[src/rtl/gemv_pkg.sv]
// Types, default sizes and the requantization rule shared by the GEMV pipeline stages.
package gemv_pkg;

  localparam int unsigned DefaultDw    = 16;
  localparam int unsigned DefaultN     = 786;
  localparam int unsigned DefaultM     = 786;
  localparam int unsigned DefaultShift = 8;
  localparam int unsigned DefaultDepth = 4;

  typedef enum logic [1:0] {StIdle, StIssue, StWait, StDrain} seq_state_e;

  // Round half up, arithmetic right shift, clamp to a dw-bit signed range.
  // The 64-bit working width covers 2*dw+1 bits for dw <= 31.
  function automatic logic signed [63:0] requant(logic signed [63:0] y, int unsigned shift,
                                                 int unsigned dw);
    logic signed [63:0] sum, r, hi, lo;
    sum = y;
    if (shift > 0) sum = sum + (64'sd1 <<< (shift - 1));
    r  = sum >>> shift;
    hi = (64'sd1 <<< (dw - 1)) - 64'sd1;
    lo = -(64'sd1 <<< (dw - 1));
    if (r > hi) return hi;
    if (r < lo) return lo;
    return r;
  endfunction

endpackage

[src/rtl/sync_fifo.sv]
// First-word-fall-through FIFO; the head entry is visible whenever the FIFO is not empty.
module sync_fifo #(
  parameter int unsigned DEPTH = 4,
  parameter int unsigned WIDTH = 17
) (
  input  logic             clk,
  input  logic             rst,
  input  logic             push,
  input  logic [WIDTH-1:0] wdata,
  input  logic             pop,
  output logic [WIDTH-1:0] rdata,
  output logic             empty,
  output logic             full
);

  localparam int unsigned PtrW = (DEPTH > 1) ? $clog2(DEPTH) : 1;
  localparam int unsigned CntW = $clog2(DEPTH + 1);

  logic [WIDTH-1:0] mem_q [DEPTH];
  logic [PtrW-1:0]  wptr_q, rptr_q;
  logic [CntW-1:0]  count_q;
  logic             do_push, do_pop;

  assign empty   = (count_q == '0);
  assign full    = (count_q == CntW'(DEPTH));
  assign do_pop  = pop && !empty;
  assign do_push = push && !full;
  // Gate the head so an empty FIFO presents zeros rather than stale storage.
  assign rdata   = empty ? '0 : mem_q[rptr_q];

  always_ff @(posedge clk or posedge rst) begin
    if (rst) begin
      wptr_q  <= '0;
      rptr_q  <= '0;
      count_q <= '0;
    end else begin
      if (do_push) wptr_q <= (wptr_q == PtrW'(DEPTH - 1)) ? '0 : wptr_q + PtrW'(1);
      if (do_pop)  rptr_q <= (rptr_q == PtrW'(DEPTH - 1)) ? '0 : rptr_q + PtrW'(1);
      if (do_push && !do_pop)      count_q <= count_q + CntW'(1);
      else if (do_pop && !do_push) count_q <= count_q - CntW'(1);
    end
  end

  always_ff @(posedge clk) begin
    if (do_push) mem_q[wptr_q] <= wdata;
  end

  assert property (@(posedge clk) disable iff (rst) push |-> !full);

endmodule

[src/rtl/row_sequencer.sv]
// Row sequencer: starts one PE dot-product per row, requantizes each result and
// streams it out through an FWFT FIFO, stalling issue while the FIFO is full.
module row_sequencer
  import gemv_pkg::*;
#(
  parameter int unsigned M     = DefaultM,
  parameter int unsigned N     = DefaultN,
  parameter int unsigned DW    = DefaultDw,
  parameter int unsigned SHIFT = DefaultShift,
  parameter int unsigned DEPTH = DefaultDepth,
  localparam int unsigned RowW = (M > 1) ? $clog2(M) : 1
) (
  input  logic                   clk,
  input  logic                   rst,
  input  logic                   start,
  output logic                   pe_valid,
  output logic [RowW-1:0]        row_idx,
  input  logic signed [2*DW-1:0] pe_y,
  input  logic                   pe_done,
  output logic signed [DW-1:0]   out_data,
  output logic                   out_valid,
  input  logic                   out_ready,
  output logic                   out_last,
  output logic                   busy,
  output logic                   frame_done
);

  localparam logic [RowW-1:0] LastRow = RowW'(M - 1);

  seq_state_e      state_q, state_d;
  logic [RowW-1:0] row_d;
  logic            frame_done_d;
  logic            fifo_push, fifo_pop, fifo_full, fifo_empty;
  logic [DW:0]     fifo_wdata, fifo_rdata;

  always_ff @(posedge clk or posedge rst) begin
    if (rst) begin
      state_q    <= StIdle;
      row_idx    <= '0;
      frame_done <= 1'b0;
    end else begin
      state_q    <= state_d;
      row_idx    <= row_d;
      frame_done <= frame_done_d;
    end
  end

  always_comb begin
    state_d      = state_q;
    row_d        = row_idx;
    frame_done_d = 1'b0;
    unique case (state_q)
      StIdle: begin
        if (start) begin
          row_d   = '0;
          state_d = StIssue;
        end
      end
      StIssue: begin
        if (!fifo_full) state_d = StWait;
      end
      StWait: begin
        if (pe_done) begin
          if (row_idx == LastRow) begin
            state_d = StDrain;
          end else begin
            row_d   = row_idx + RowW'(1);
            state_d = StIssue;
          end
        end
      end
      StDrain: begin
        // The last-tagged entry is the final push of the frame, so popping it empties the FIFO.
        if (fifo_pop && out_last) begin
          frame_done_d = 1'b1;
          state_d      = StIdle;
        end
      end
      default: state_d = StIdle;
    endcase
  end

  always_comb begin
    pe_valid  = (state_q == StIssue) && !fifo_full;
    busy      = (state_q != StIdle);
    fifo_push = (state_q == StWait) && pe_done;
  end

  assign fifo_wdata = {row_idx == LastRow, DW'(requant(64'(pe_y), SHIFT, DW))};
  assign out_valid  = !fifo_empty;
  assign fifo_pop   = out_valid && out_ready;
  assign {out_last, out_data} = fifo_rdata;

  sync_fifo #(
    .DEPTH(DEPTH),
    .WIDTH(DW + 1)
  ) u_fifo (
    .clk  (clk),
    .rst  (rst),
    .push (fifo_push),
    .wdata(fifo_wdata),
    .pop  (fifo_pop),
    .rdata(fifo_rdata),
    .empty(fifo_empty),
    .full (fifo_full)
  );

  // N only characterises the PE; the sequencer waits on pe_done with no timeout.
  assert property (@(posedge clk) (N > 0) && (M > 0) && (DW <= 31) && (SHIFT <= 2 * DW - 2));

endmodule

[config.mk]
export PLATFORM = sky130hd
export DESIGN_NAME = row_sequencer
export DESIGN_NICKNAME = d
export VERILOG_FILES = /design/src/rtl/gemv_pkg.sv /design/src/rtl/sync_fifo.sv /design/src/rtl/row_sequencer.sv
export SDC_FILE = /design/constraint.sdc
export NUM_CORES = 1
export LEC_CHECK = 0
export CAP_MARGIN = 20
export CORE_MARGIN = 8
export CORE_UTILIZATION = 35
export CTS_BUF_LIST = sky130_fd_sc_hd__clkbuf_8
export DETAILED_ROUTE_END_ITERATION = 10
export SLEW_MARGIN = 20
export SYNTH_ARGS = -nofsm -noshare
export SYNTH_HDL_FRONTEND = slang
export SYNTH_HIERARCHICAL = 1
export SYNTH_SLANG_ARGS = --single-unit
[constraint.sdc]
create_clock -name clk -period 2.3 [get_ports clk]
set_input_delay 0.46 -clock clk [delete_from_list [all_inputs] [get_ports clk]]
set_output_delay 0.46 -clock clk [all_outputs]
set_load 0.005 [all_outputs]
# Yosys cells after proc, flatten, opt, wreduce, memory -nomap -nowiden
# Memories as Yosys holds them, arrays and structs flattened.
# Index checks and enable logic that the tools add are counted.
# word_totals
ram_bits	68
inputBits	37
out_inout_bits	31
memories	1
regBits	20
# mem_list
name	words	width	rd	rd_ports_with_merged_regs	write_ports	line_no	text
u_fifo.mem_q	4	17	1	0	1	sync_fifo.sv:19	logic [WIDTH-1:0] mem_q [DEPTH];
# classes
mux	26
eq_ne	12
magnitude_cmp	2
n_reduce_logical	19
addsub	6
# op_table
operator	n
$mux 16	4
$add 32x9->33 const B	1
$mux 10	3
$gt 25x16->1 const B	1
$lt 25x16->1 const B	1
$pmux 10 s2	1
$mux 17	1
$mux 2	7
$add 10x1->10 const B	1
$eq 10x10->1 const B	1
$ne 2x2->1 const B	5
$eq 2x2->1 const B	4
$logic_and 1x1->1	8
$pmux 2 s4	1
$reduce_and 4->1	2
$mux 1	7
$mux 3	2
$reduce_bool 2->1	3
$add 2x1->2 const B	2
$logic_not 1->1	4
$add 3x1->3 const B	1
$eq 3x3->1 const B	1
$logic_not 3->1	1
$sub 3x1->3 const B	1
other kinds (2)	2

# Depth between registers and ports, before layout
# Gate-level depths: netlist of the first run.
# logic_depth
depth_word	7
mapped_depth	10
depth_no_buf	9

# Cells and area by module
# The synthesis of the first run kept the hierarchy.
# by_module_without_submodules
mod	area_each_um2	cells_per_inst	n_inst
sync_fifo	3133.0	145	1
row_sequencer	1450.1	173	1

# Worst setup path after synthesis of the first run
# Ideal clock, no wire load.
# synth_timing
path_type	input-to-reg
from	input port pe_y[7]
to	memory u_fifo.mem_q[0][10] (data pin)
setup_slack_ps	-115
path_buffers	1
arrival_time_ps	2126
cell_stages	8
cell_sequence	ha_1 -> nand4_1 -> nor3_1 -> nand2_1 -> o21ai_0 -> o211a_1 -> buf_2 -> o22ai_2
# synth_between
elab_chain_cells	6
word_cells_on_any_way	9
# synth_lines
element	line_no	text
from (decl)	row_sequencer.sv:18	input logic signed [2*DW-1:0] pe_y,
$add 32x9->33 (*)	gemv_pkg.sv:18	if (shift > 0) sum = sum + (64'sd1 <<< (shift - 1));
$lt 25x16->1	gemv_pkg.sv:23	if (r < lo) return lo;
$mux 1 (2 in series)	gemv_pkg.sv:23	
$mux 16	gemv_pkg.sv:24	return r;
$mux 16 (*)	gemv_pkg.sv:23	
named net fifo_wdata[10]	row_sequencer.sv:34	logic [DW:0] fifo_wdata, fifo_rdata;
to (decl)	sync_fifo.sv:19	
# The timed path passes the listed nets; every way through them passes the cells marked *. The select of a mux whose other input is x is not followed.

# Worst setup path in the final report of the first run
# layout_timing
from	register u_fifo.rptr_q[0]
to	output port out_data[3]
# layout_between
elab_chain_cells	2
# layout_lines
element	line_no	text
from (decl)	sync_fifo.sv:20	logic [PtrW-1:0] wptr_q, rptr_q;
from (signal assigned)	sync_fifo.sv:38	if (do_pop) rptr_q <= (rptr_q == PtrW'(DEPTH - 1)) ? '0 : rptr_q + PtrW'(1);
$mem_v2 4x17	-	
$mux 17	sync_fifo.sv:29	assign rdata = empty ? '0 : mem_q[rptr_q];
to (decl)	row_sequencer.sv:20	output logic signed [DW-1:0] out_data,
# No other way between the ends.

==> flow_summary.html, run 1 <==
<table>
<tr><th>Metric</th><th>Value</th></tr>
<tr><th colspan="2">Floorplan</th></tr>
<tr><td>CORE AREA</td><td>13,000 sq um</td></tr>
<tr><td>Die footprint</td><td>17,000 sq um</td></tr>
<tr><td>Number of top-level pins</td><td>68</td></tr>
<tr><td>Vertical die dimension</td><td>130 um</td></tr>
<tr><td>Effective utilization at floorplan</td><td>35.2%</td></tr>
<tr><td>Num rows</td><td>42</td></tr>
<tr><td>Horiz. Die Dim</td><td>130 um</td></tr>
<tr><th colspan="2">Worst setup path</th></tr>
<tr><td>Critical Setup Path Class</td><td>reg2out</td></tr>
<tr><td>RR Startpoint</td><td>row_idx[5]$_DFFE_PP0P_</td></tr>
<tr><td>Critical Path Fanout Max</td><td>6</td></tr>
<tr><td>Worst endpoint data arrival time</td><td>1.77 ns</td></tr>
<tr><td>Critical path endpoint category</td><td>output pin</td></tr>
<tr><td>Worst Path Required</td><td>1.84 ns</td></tr>
<tr><td>Worst r2r path cells</td><td>6</td></tr>
<tr><td>Worst Setup Start Kind</td><td>flop</td></tr>
<tr><td>Capture point of the worst reg-to-reg path</td><td>row_idx[8]$_DFFE_PP0P_</td></tr>
<tr><td>Reg-to-reg setup timing slack</td><td>0.18 ns</td></tr>
<tr><th colspan="2">Synthesis</th></tr>
<tr><td>Mean post-synth cell area</td><td>14.4 sq um</td></tr>
<tr><td>Fraction of synthesized cell area taken by the top area cell type</td><td>44.6%</td></tr>
<tr><td>Sequential element share of the synthesized area</td><td>55.5%</td></tr>
<tr><td>Top post-synthesis cells by area</td><td>sky130_fd_sc_hd__edfxtp_1 45%, sky130_fd_sc_hd__dfrtp_1 11%, sky130_fd_sc_hd__mux4_1 5.2%, sky130_fd_sc_hd__xor2_1 4.2%, sky130_fd_sc_hd__mux4_2 3.9%</td></tr>
<tr><td>Count of distinct cell types in the synthesized netlist</td><td>59</td></tr>
<tr><td>Synthesized area</td><td>4580 sq um</td></tr>
<tr><td>Post-synth ARST share</td><td>22.7%</td></tr>
<tr><td>Post-synth top area cell</td><td>sky130_fd_sc_hd__edfxtp_1</td></tr>
<tr><td>Net count after synthesis</td><td>365</td></tr>
<tr><td>Yosys warning total</td><td>6</td></tr>
<tr><td>Most used flip-flop cell after synthesis</td><td>sky130_fd_sc_hd__edfxtp_1</td></tr>
<tr><td>Gate count of the mapped netlist</td><td>318</td></tr>
<tr><td>Number of register bits inferred by synthesis</td><td>88</td></tr>
<tr><td>Post-synth EDFFs</td><td>68</td></tr>
<tr><th colspan="2">Flow run</th></tr>
<tr><td>Maximum Capacitance Violations</td><td>0</td></tr>
<tr><th colspan="2">Global route</th></tr>
<tr><td>Total global-route track usage</td><td>12.4%</td></tr>
<tr><td>Number of antenna violations at the first check in global routing</td><td>0</td></tr>
<tr><td>First-pass GRT wire length</td><td>16,600 um</td></tr>
<tr><td>Via count of the first global-routing pass</td><td>3,321</td></tr>
<tr><td>Largest net degree at the start of global routing</td><td>20</td></tr>
<tr><td>Total grt overflow</td><td>0</td></tr>
<tr><th colspan="2">Place</th></tr>
<tr><td>IO buf count</td><td>60</td></tr>
<tr><td>Detailed placement HPWL</td><td>7050 um</td></tr>
<tr><td>GPL Wtd Cong</td><td>0.834</td></tr>
<tr><th colspan="2">Min path</th></tr>
<tr><td>Worst min-delay path category</td><td>in2async</td></tr>
<tr><th colspan="2">Route</th></tr>
<tr><td>DRT Pass-1 Iters</td><td>4</td></tr>
<tr><td>Residual DRC</td><td>0</td></tr>
<tr><td>Routed wirelength normalized by instance count</td><td>15.9 um</td></tr>
<tr><td>Iteration-0 DRC Markers</td><td>123</td></tr>
<tr><td>Vias post-DR</td><td>3,066</td></tr>
<tr><td>Vias per cell</td><td>4.79</td></tr>
<tr><td>Residual antenna-violating net count after detailed routing</td><td>0</td></tr>
<tr><td>Post-detailed-routing wire length</td><td>10,200 um</td></tr>
<tr><th colspan="2">STA</th></tr>
<tr><td>Final setup violation count</td><td>0</td></tr>
<tr><td>Minimum clock period</td><td>2.23 ns</td></tr>
<tr><td>Final period util</td><td>97.1%</td></tr>
<tr><td>Fmax</td><td>448 MHz</td></tr>
<tr><td>Worst relative slew slack</td><td>61.6%</td></tr>
<tr><td>Total count of max-transition violations in the final report</td><td>0</td></tr>
<tr><td>Fin Setup TNS</td><td>0 ns</td></tr>
<tr><td>Layout Skew</td><td>0.00429 ns</td></tr>
<tr><td>Final Hold Vio Count</td><td>0</td></tr>
<tr><td>Worst Hold Margin</td><td>0.373 ns</td></tr>
<tr><td>Transition time of the tightest slew-check pin</td><td>0.574 ns</td></tr>
<tr><th colspan="2">Power</th></tr>
<tr><td>Worst vdd ir</td><td>0.000457 V</td></tr>
<tr><td>Leakage Power</td><td>0.00249 uW</td></tr>
<tr><td>Pwr/cell area</td><td>866 nW/um^2</td></tr>
<tr><th colspan="2">Clock tree</th></tr>
<tr><td>CTS root buf</td><td>sky130_fd_sc_hd__clkbuf_8</td></tr>
<tr><td>Largest buffer count on any clock path</td><td>2</td></tr>
<tr><td>CTS Hold Buffers Added</td><td>0</td></tr>
<tr><td>Register clock-pin slew on the reported worst setup and hold paths</td><td>0.08 ns</td></tr>
<tr><td>Cts bufs inserted</td><td>9</td></tr>
<tr><td>CTS tree</td><td>yes</td></tr>
<tr><td>Insertion delay of the later-clocked pin in the worst-skew pair</td><td>0.35 ns</td></tr>
<tr><td>Clock Sinks</td><td>88</td></tr>
<tr><td>Deepest level of the CTS H-tree</td><td>3</td></tr>
<tr><th colspan="2">Layout</th></tr>
<tr><td>Fraction of layout cells with a size suffix above 1</td><td>42.5%</td></tr>
<tr><td>Fin nets</td><td>507</td></tr>
<tr><td>Final Util</td><td>49.5%</td></tr>
<tr><td>Area growth from synthesis to layout</td><td>40.9%</td></tr>
<tr><td>Antenna Diode Count</td><td>0</td></tr>
<tr><th colspan="2">Run status</th></tr>
<tr><td>Run status</td><td>finished, final reports clean</td></tr>
</table>
-- worst max-delay path, cell delays in order, from the launching register on --
cell,delay [ns]
sky130_fd_sc_hd__dfrtp_2,0.43
sky130_fd_sc_hd__buf_8,0.13
sky130_fd_sc_hd__buf_4,0.12
sky130_fd_sc_hd__mux4_2,0.51
sky130_fd_sc_hd__nor2b_4,0.14
sky130_fd_sc_hd__clkbuf_2,0.10
-- registers in the layout, indices dropped and copies added (netlist names) --
signal / count
u_fifo/wptr_q: 2
u_fifo/count_q: 3
frame_done: 1
u_fifo/rptr_q: 2
u_fifo/mem_q: 68
state_q: 2
row_idx: 10
-- worst max-delay path by stage --
stage	cells after the start	end	from	slack (ns)
finish	5	out_data[3]	u_fifo/rptr_q[0]$_DFFE_PP0P_	0.07
global route	10	u_fifo/mem_q[0][10]$_DFFE_PP_	pe_y[9]	-0.02
CTS	5	out_data[7]	u_fifo/rptr_q[0]$_DFFE_PP0P_	-0.15
detailed placement	9	u_fifo/mem_q[2][4]$_DFFE_PP_	pe_y[7]	-0.66
global placement	9	u_fifo/mem_q[0][2]$_DFFE_PP_	pe_y[7]	-0.57
floorplan	8	u_fifo/mem_q[0][10]$_DFFE_PP_	pe_y[7]	0.03
-- cells in the final DEF, fill, tap and decap left out, types with 11 or more instances in the layout --
| cell | Yosys | layout |
|---|---|---|
| sky130_fd_sc_hd__dfrtp_1 | 20 | 19 |
| sky130_fd_sc_hd__dlygate4sd2_1 | 0 | 11 |
| sky130_fd_sc_hd__o22ai_4 | 0 | 15 |
| sky130_fd_sc_hd__buf_2 | 3 | 12 |
| sky130_fd_sc_hd__mux4_2 | 8 | 17 |
| sky130_fd_sc_hd__inv_1 | 13 | 13 |
| sky130_fd_sc_hd__xor2_1 | 22 | 22 |
| sky130_fd_sc_hd__clkdlybuf4s50_1 | 0 | 23 |
| sky130_fd_sc_hd__edfxtp_1 | 68 | 68 |
| sky130_fd_sc_hd__buf_4 | 1 | 67 |
| sky130_fd_sc_hd__nor2b_4 | 8 | 12 |
| sky130_fd_sc_hd__nor2_1 | 16 | 16 |
| sky130_fd_sc_hd__nand3_1 | 13 | 12 |
-- cells by family after synthesis --
group	count (synthesis)	synth area share, %
AND/OR/NAND/NOR	110	16.2
flip-flops	88	55.5
AO/OA/AOI/OAI	36	6.77
XOR/XNOR	27	5.16
buffers and inverters	24	2.98
multiplexers	23	10.5
adder cells (fa/ha/maj)	10	2.89
-- per-stage QoR --
step,total power (uW),cell area (sq um),cells,worst slack (ns)
3_5_place_dp,4470,5880,603,-0.660
3_3_place_gp,4430,5880,603,-0.568
4_1_cts,5650,6400,634,-0.150
2_1_floorplan,3400,4590,318,0.0253
6_report,5590,6460,640,0.0662
5_1_grt,5940,6460,640,-0.0211
-- report_power, final --
group,total [uW],internal [uW],switching [uW]
clock,1040,501,538
combinational,2450,1420,1030
sequential,2100,1940,162
-- repair_timing --
| action | 4_1_cts | 5_1_grt |
|---|---|---|
| gates cloned | 3 | 0 |
| pin swaps | 8 | 13 |
| hold endpoints to repair | 0 | 0 |
| gates resized for setup | 124 | 47 |
| setup endpoints to repair | 78 | 82 |
| setup buffers | 14 | 7 |
-- cell usage after synthesis (8+ instances only) --
master and count:
sky130_fd_sc_hd__and2_1 8, sky130_fd_sc_hd__dfrtp_1 20, sky130_fd_sc_hd__edfxtp_1 68, sky130_fd_sc_hd__ha_1 9
sky130_fd_sc_hd__inv_1 13, sky130_fd_sc_hd__mux4_1 9, sky130_fd_sc_hd__mux4_2 8, sky130_fd_sc_hd__nand2_1 11
sky130_fd_sc_hd__nand3_1 13, sky130_fd_sc_hd__nand4_1 9, sky130_fd_sc_hd__nor2_1 16, sky130_fd_sc_hd__nor2b_1 13
sky130_fd_sc_hd__nor2b_4 8, sky130_fd_sc_hd__o22ai_2 10, sky130_fd_sc_hd__xor2_1 22
-- layer usage --
metal / share of wire (%) / global-route usage, % / vias to the layer above
met2: 47 / 20.5 / 69
met3: 5.2 / 2.88 / 8
met4: 0.85 / 3.24 / 0
met1: 47 / 16.1 / 1491
met5: 0 / 0 / -
li1: - / - / 1498
-- cell type report --
type	count	area, sq um
sequential	88	2540
clock buffer	9	124
fill	1196	6580
multi-input combinational	206	2160
timing repair buffer	142	1290
tap	176	220
inverter	13	48.8
clock inverter	6	70.1
(Power assumes the default switching activity.)
==> run 2: changes to the inputs <==
CORE_MARGIN = default   (was 8)
SLEW_MARGIN = 25   (was 20)
==> flow_summary.html, run 2 (synthesis gave the netlist of run 1 again) <==
<table>
<tr><th>Metric</th><th>Value</th></tr>
<tr><th colspan="2">Worst setup path</th></tr>
<tr><td>Cell chain of the critical path</td><td>buf_12, buf_12, buf_6, mux4_2, nor2b_1, buf_2</td></tr>
<tr><td>Critical path's most frequent cell</td><td>sky130_fd_sc_hd__buf_12</td></tr>
<tr><td>Worst r2r path cells</td><td>6 (unchanged)</td></tr>
<tr><td>Critical path endpoint category</td><td>output pin</td></tr>
<tr><td>Worst Path Required</td><td>1.84 ns (about the same)</td></tr>
<tr><td>Critical Path Fanout Max</td><td>5 (-1)</td></tr>
<tr><td>Largest incremental delay on the critical path</td><td>0.46 ns (-0.05 ns)</td></tr>
<tr><td>Critical Setup Path Class</td><td>reg2out</td></tr>
<tr><td>Cell with the largest stage delay on the worst path</td><td>sky130_fd_sc_hd__dfrtp_2</td></tr>
<tr><td>Crit path from</td><td>u_fifo/rptr_q[0]$_DFFE_PP0P_</td></tr>
<tr><td>RR Startpoint</td><td>row_idx[5]$_DFFE_PP0P_</td></tr>
<tr><td>Worst Setup Start Kind</td><td>flop</td></tr>
<tr><td>Worst endpoint data arrival time</td><td>1.86 ns (+0.09 ns)</td></tr>
<tr><th colspan="2">STA</th></tr>
<tr><td>Worst Hold Margin</td><td>0.375 ns (+0.00191 ns)</td></tr>
<tr><td>Final setup violation count</td><td>1 (+1)</td></tr>
<tr><td>Worst Setup Slack, final</td><td>-0.0195 ns (-0.0857 ns)</td></tr>
<tr><td>Worst relative slew slack</td><td>63.3% (+1.7 points)</td></tr>
<tr><td>Transition time of the tightest slew-check pin</td><td>0.548 ns (-0.0257 ns)</td></tr>
<tr><td>Total count of max-transition violations in the final report</td><td>0 (unchanged)</td></tr>
<tr><td>Layout Skew</td><td>0.00740 ns (+0.00311 ns)</td></tr>
<tr><td>Fmax</td><td>431 MHz (-3.7%)</td></tr>
<tr><td>Final Hold Vio Count</td><td>0 (unchanged)</td></tr>
<tr><td>Minimum clock period</td><td>2.32 ns (+0.0857 ns)</td></tr>
<tr><td>Unrepaired setup endpoints after global routing</td><td>yes</td></tr>
<tr><td>Final period util</td><td>101% (+3.7 points)</td></tr>
<tr><th colspan="2">Layout</th></tr>
<tr><td>Leading cell type in the layout, fill and taps excluded</td><td>sky130_fd_sc_hd__edfxtp_1</td></tr>
<tr><td>Most frequent cells in the layout</td><td>68 x sky130_fd_sc_hd__edfxtp_1, 55 x sky130_fd_sc_hd__buf_4, 25 x sky130_fd_sc_hd__clkdlybuf4s50_1</td></tr>
<tr><td>Fin nets</td><td>498 (-1.8%)</td></tr>
<tr><td>Number of flip-flops in the largest register</td><td>68 (unchanged)</td></tr>
<tr><td>Area growth from synthesis to layout</td><td>38.2%</td></tr>
<tr><td>Post-route non-filler standard cell count</td><td>628 (-1.9%)</td></tr>
<tr><td>Final Util</td><td>50.0% (+0.46 points)</td></tr>
<tr><td>Antenna Diode Count</td><td>0 (unchanged)</td></tr>
<tr><td>Registers with the most flip-flops</td><td>u_fifo/mem_q (68), row_idx (10), u_fifo/count_q (3)</td></tr>
<tr><td>Layout Cell Area excl Fill</td><td>6330 sq um (-1.9%)</td></tr>
<tr><td>Fraction of layout cells with a size suffix above 1</td><td>39.0% (-3.4 points)</td></tr>
<tr><td>Register name with the most flops</td><td>u_fifo/mem_q</td></tr>
<tr><th colspan="2">Floorplan</th></tr>
<tr><td>Horiz. Die Dim</td><td>116 um (-11%)</td></tr>
<tr><td>Die footprint</td><td>13,600 sq um (-20%)</td></tr>
<tr><td>Num rows</td><td>41 (-2.4%)</td></tr>
<tr><td>Effective utilization at floorplan</td><td>36.2% (+1.0 points)</td></tr>
<tr><td>Number of top-level pins</td><td>68 (unchanged)</td></tr>
<tr><td>Vertical die dimension</td><td>116 um (-11%)</td></tr>
<tr><td>CORE AREA</td><td>12,700 sq um (-2.8%)</td></tr>
<tr><th colspan="2">Min path</th></tr>
<tr><td>Worst min-delay path category</td><td>in2async</td></tr>
<tr><th colspan="2">Route</th></tr>
<tr><td>Residual antenna-violating net count after detailed routing</td><td>0 (unchanged)</td></tr>
<tr><td>DRT Pass-1 Iters</td><td>4 (unchanged)</td></tr>
<tr><td>Iteration-0 DRC Markers</td><td>215 (+75%)</td></tr>
<tr><td>Vias post-DR</td><td>3,086 (+0.65%)</td></tr>
<tr><td>Routed wirelength normalized by instance count</td><td>15.2 um (-4.3%)</td></tr>
<tr><td>Post-detailed-routing wire length</td><td>9540 um (-6.1%)</td></tr>
<tr><td>Residual DRC</td><td>0 (unchanged)</td></tr>
<tr><td>Vias per cell</td><td>4.91 (+2.6%)</td></tr>
<tr><th colspan="2">Clock tree</th></tr>
<tr><td>Deepest level of the CTS H-tree</td><td>3 (unchanged)</td></tr>
<tr><td>CTS tree</td><td>yes</td></tr>
<tr><td>Largest buffer count on any clock path</td><td>2 (unchanged)</td></tr>
<tr><td>Clock Sinks</td><td>88 (unchanged)</td></tr>
<tr><td>CTS root buf</td><td>sky130_fd_sc_hd__clkbuf_8</td></tr>
<tr><td>Register clock-pin slew on the reported worst setup and hold paths</td><td>0.09 ns (about the same)</td></tr>
<tr><td>CTS Hold Buffers Added</td><td>0 (unchanged)</td></tr>
<tr><td>Cts bufs inserted</td><td>9 (unchanged)</td></tr>
<tr><td>Insertion delay of the later-clocked pin in the worst-skew pair</td><td>0.35 ns (about the same)</td></tr>
<tr><th colspan="2">Global route</th></tr>
<tr><td>First-pass GRT wire length</td><td>15,300 um (-8.3%)</td></tr>
<tr><td>Total global-route track usage</td><td>15.0% (+2.7 points)</td></tr>
<tr><td>Number of antenna violations at the first check in global routing</td><td>0 (unchanged)</td></tr>
<tr><td>Largest net degree at the start of global routing</td><td>20 (unchanged)</td></tr>
<tr><td>Via count of the first global-routing pass</td><td>3,031 (-8.7%)</td></tr>
<tr><td>Total grt overflow</td><td>0 (unchanged)</td></tr>
<tr><th colspan="2">Run status</th></tr>
<tr><td>Run status</td><td>finished with violations</td></tr>
<tr><td>Violations in the final reports</td><td>negative setup slack</td></tr>
<tr><th colspan="2">Place</th></tr>
<tr><td>Dpl cell area</td><td>5860 sq um (-0.38%)</td></tr>
<tr><td>Number of placed instances, taps included</td><td>595 (-1.3%)</td></tr>
<tr><td>GPL Wtd Cong</td><td>0.879 (+5.5%)</td></tr>
<tr><td>Detailed placement HPWL</td><td>6490 um (-7.9%)</td></tr>
<tr><td>IO buf count</td><td>60 (unchanged)</td></tr>
<tr><th colspan="2">Power</th></tr>
<tr><td>Leakage Power</td><td>0.00241 uW (-3.2%)</td></tr>
<tr><td>Pwr/cell area</td><td>871 nW/um^2 (+0.57%)</td></tr>
<tr><td>Worst vdd ir</td><td>0.000359 V (-21%)</td></tr>
<tr><th colspan="2">Flow run</th></tr>
<tr><td>Maximum Capacitance Violations</td><td>0 (unchanged)</td></tr>
</table>
-- run 2: metal layers --
layer / part of all wire [%] / routed length [um] / track usage [%] / vias up
li1: - / - / - / 1482
met1: 44 / 4190 / 18.6 / 1517
met2: 50 / 4810 / 26.5 / 77
met3: 4.6 / 442 / 3.17 / 10
met4: 1.0 / 97 / 4.44 / 0
met5: 0 / 0 / 0 / -
-- run 2: cell type report --
| cell class | instances | area (sq um) |
|---|---|---|
| inverter | 13 | 48.8 |
| fill | 1124 | 6340 |
| sequential | 88 | 2540 |
| multi-input combinational | 206 | 2090 |
| timing repair buffer | 133 | 1250 |
| clock inverter | 7 | 67.6 |
| clock buffer | 9 | 124 |
| tap | 172 | 215 |
-- run 2: power by group --
part	internal, uW	leakage, uW	total, uW	switching, uW
Combinational	1390	0.00145	2360	975
Sequential	1940	0.000867	2120	180
Clock	427	0.0000966	1030	604
Total	3760	0.00241	5520	1760
-- run 2: worst paths after layout --
path	end	slack, ns
max	out_data[1]	-0.02
min	u_fifo/count_q[2]$_DFFE_PP0P_	0.38
max reg2reg	row_idx[7]$_DFFE_PP0P_	0.10
min reg2reg	u_fifo/count_q[2]$_DFFE_PP0P_	0.55
max in group asynchronous	row_idx[5]$_DFFE_PP0P_	1.48
min in group clk	u_fifo/count_q[2]$_DFFE_PP0P_	0.55
-- run 2: critical path, delay by kind of cell, from the launching register on --
kind	cells	cell delay, ns
DFF	1	0.46
and+or+nand+nor	1	0.14
muxes	1	0.42
buffers and inverters	4	0.49
-- run 2: stage by stage --
stage	TNS [ns]	total power, uW	setup WS (ns)
after floorplan	0	3400	0.0253
after global placement	-31.31	4410	-0.516
after CTS	-0.230	5660	-0.0695
after global routing	-0.330	5870	-0.0815
after detailed placement	-33.66	4450	-0.583
final	-0.0195	5520	-0.0195
-- run 2: repair_timing --
item | in CTS | in global routing
hold endpoints to repair | 0 | 0
pin swaps | 12 | 8
setup endpoints to repair | 78 | 85
buffers inserted | 15 | 4
resized for setup | 128 | 17
cloned | 3 | 0
==> run 3: changes to the inputs <==
ABC_CLOCK_PERIOD_IN_PS = 2300   (was default)
==> results of run 3 <==
Final layout, timing and power as in run 2 (identical DEF).
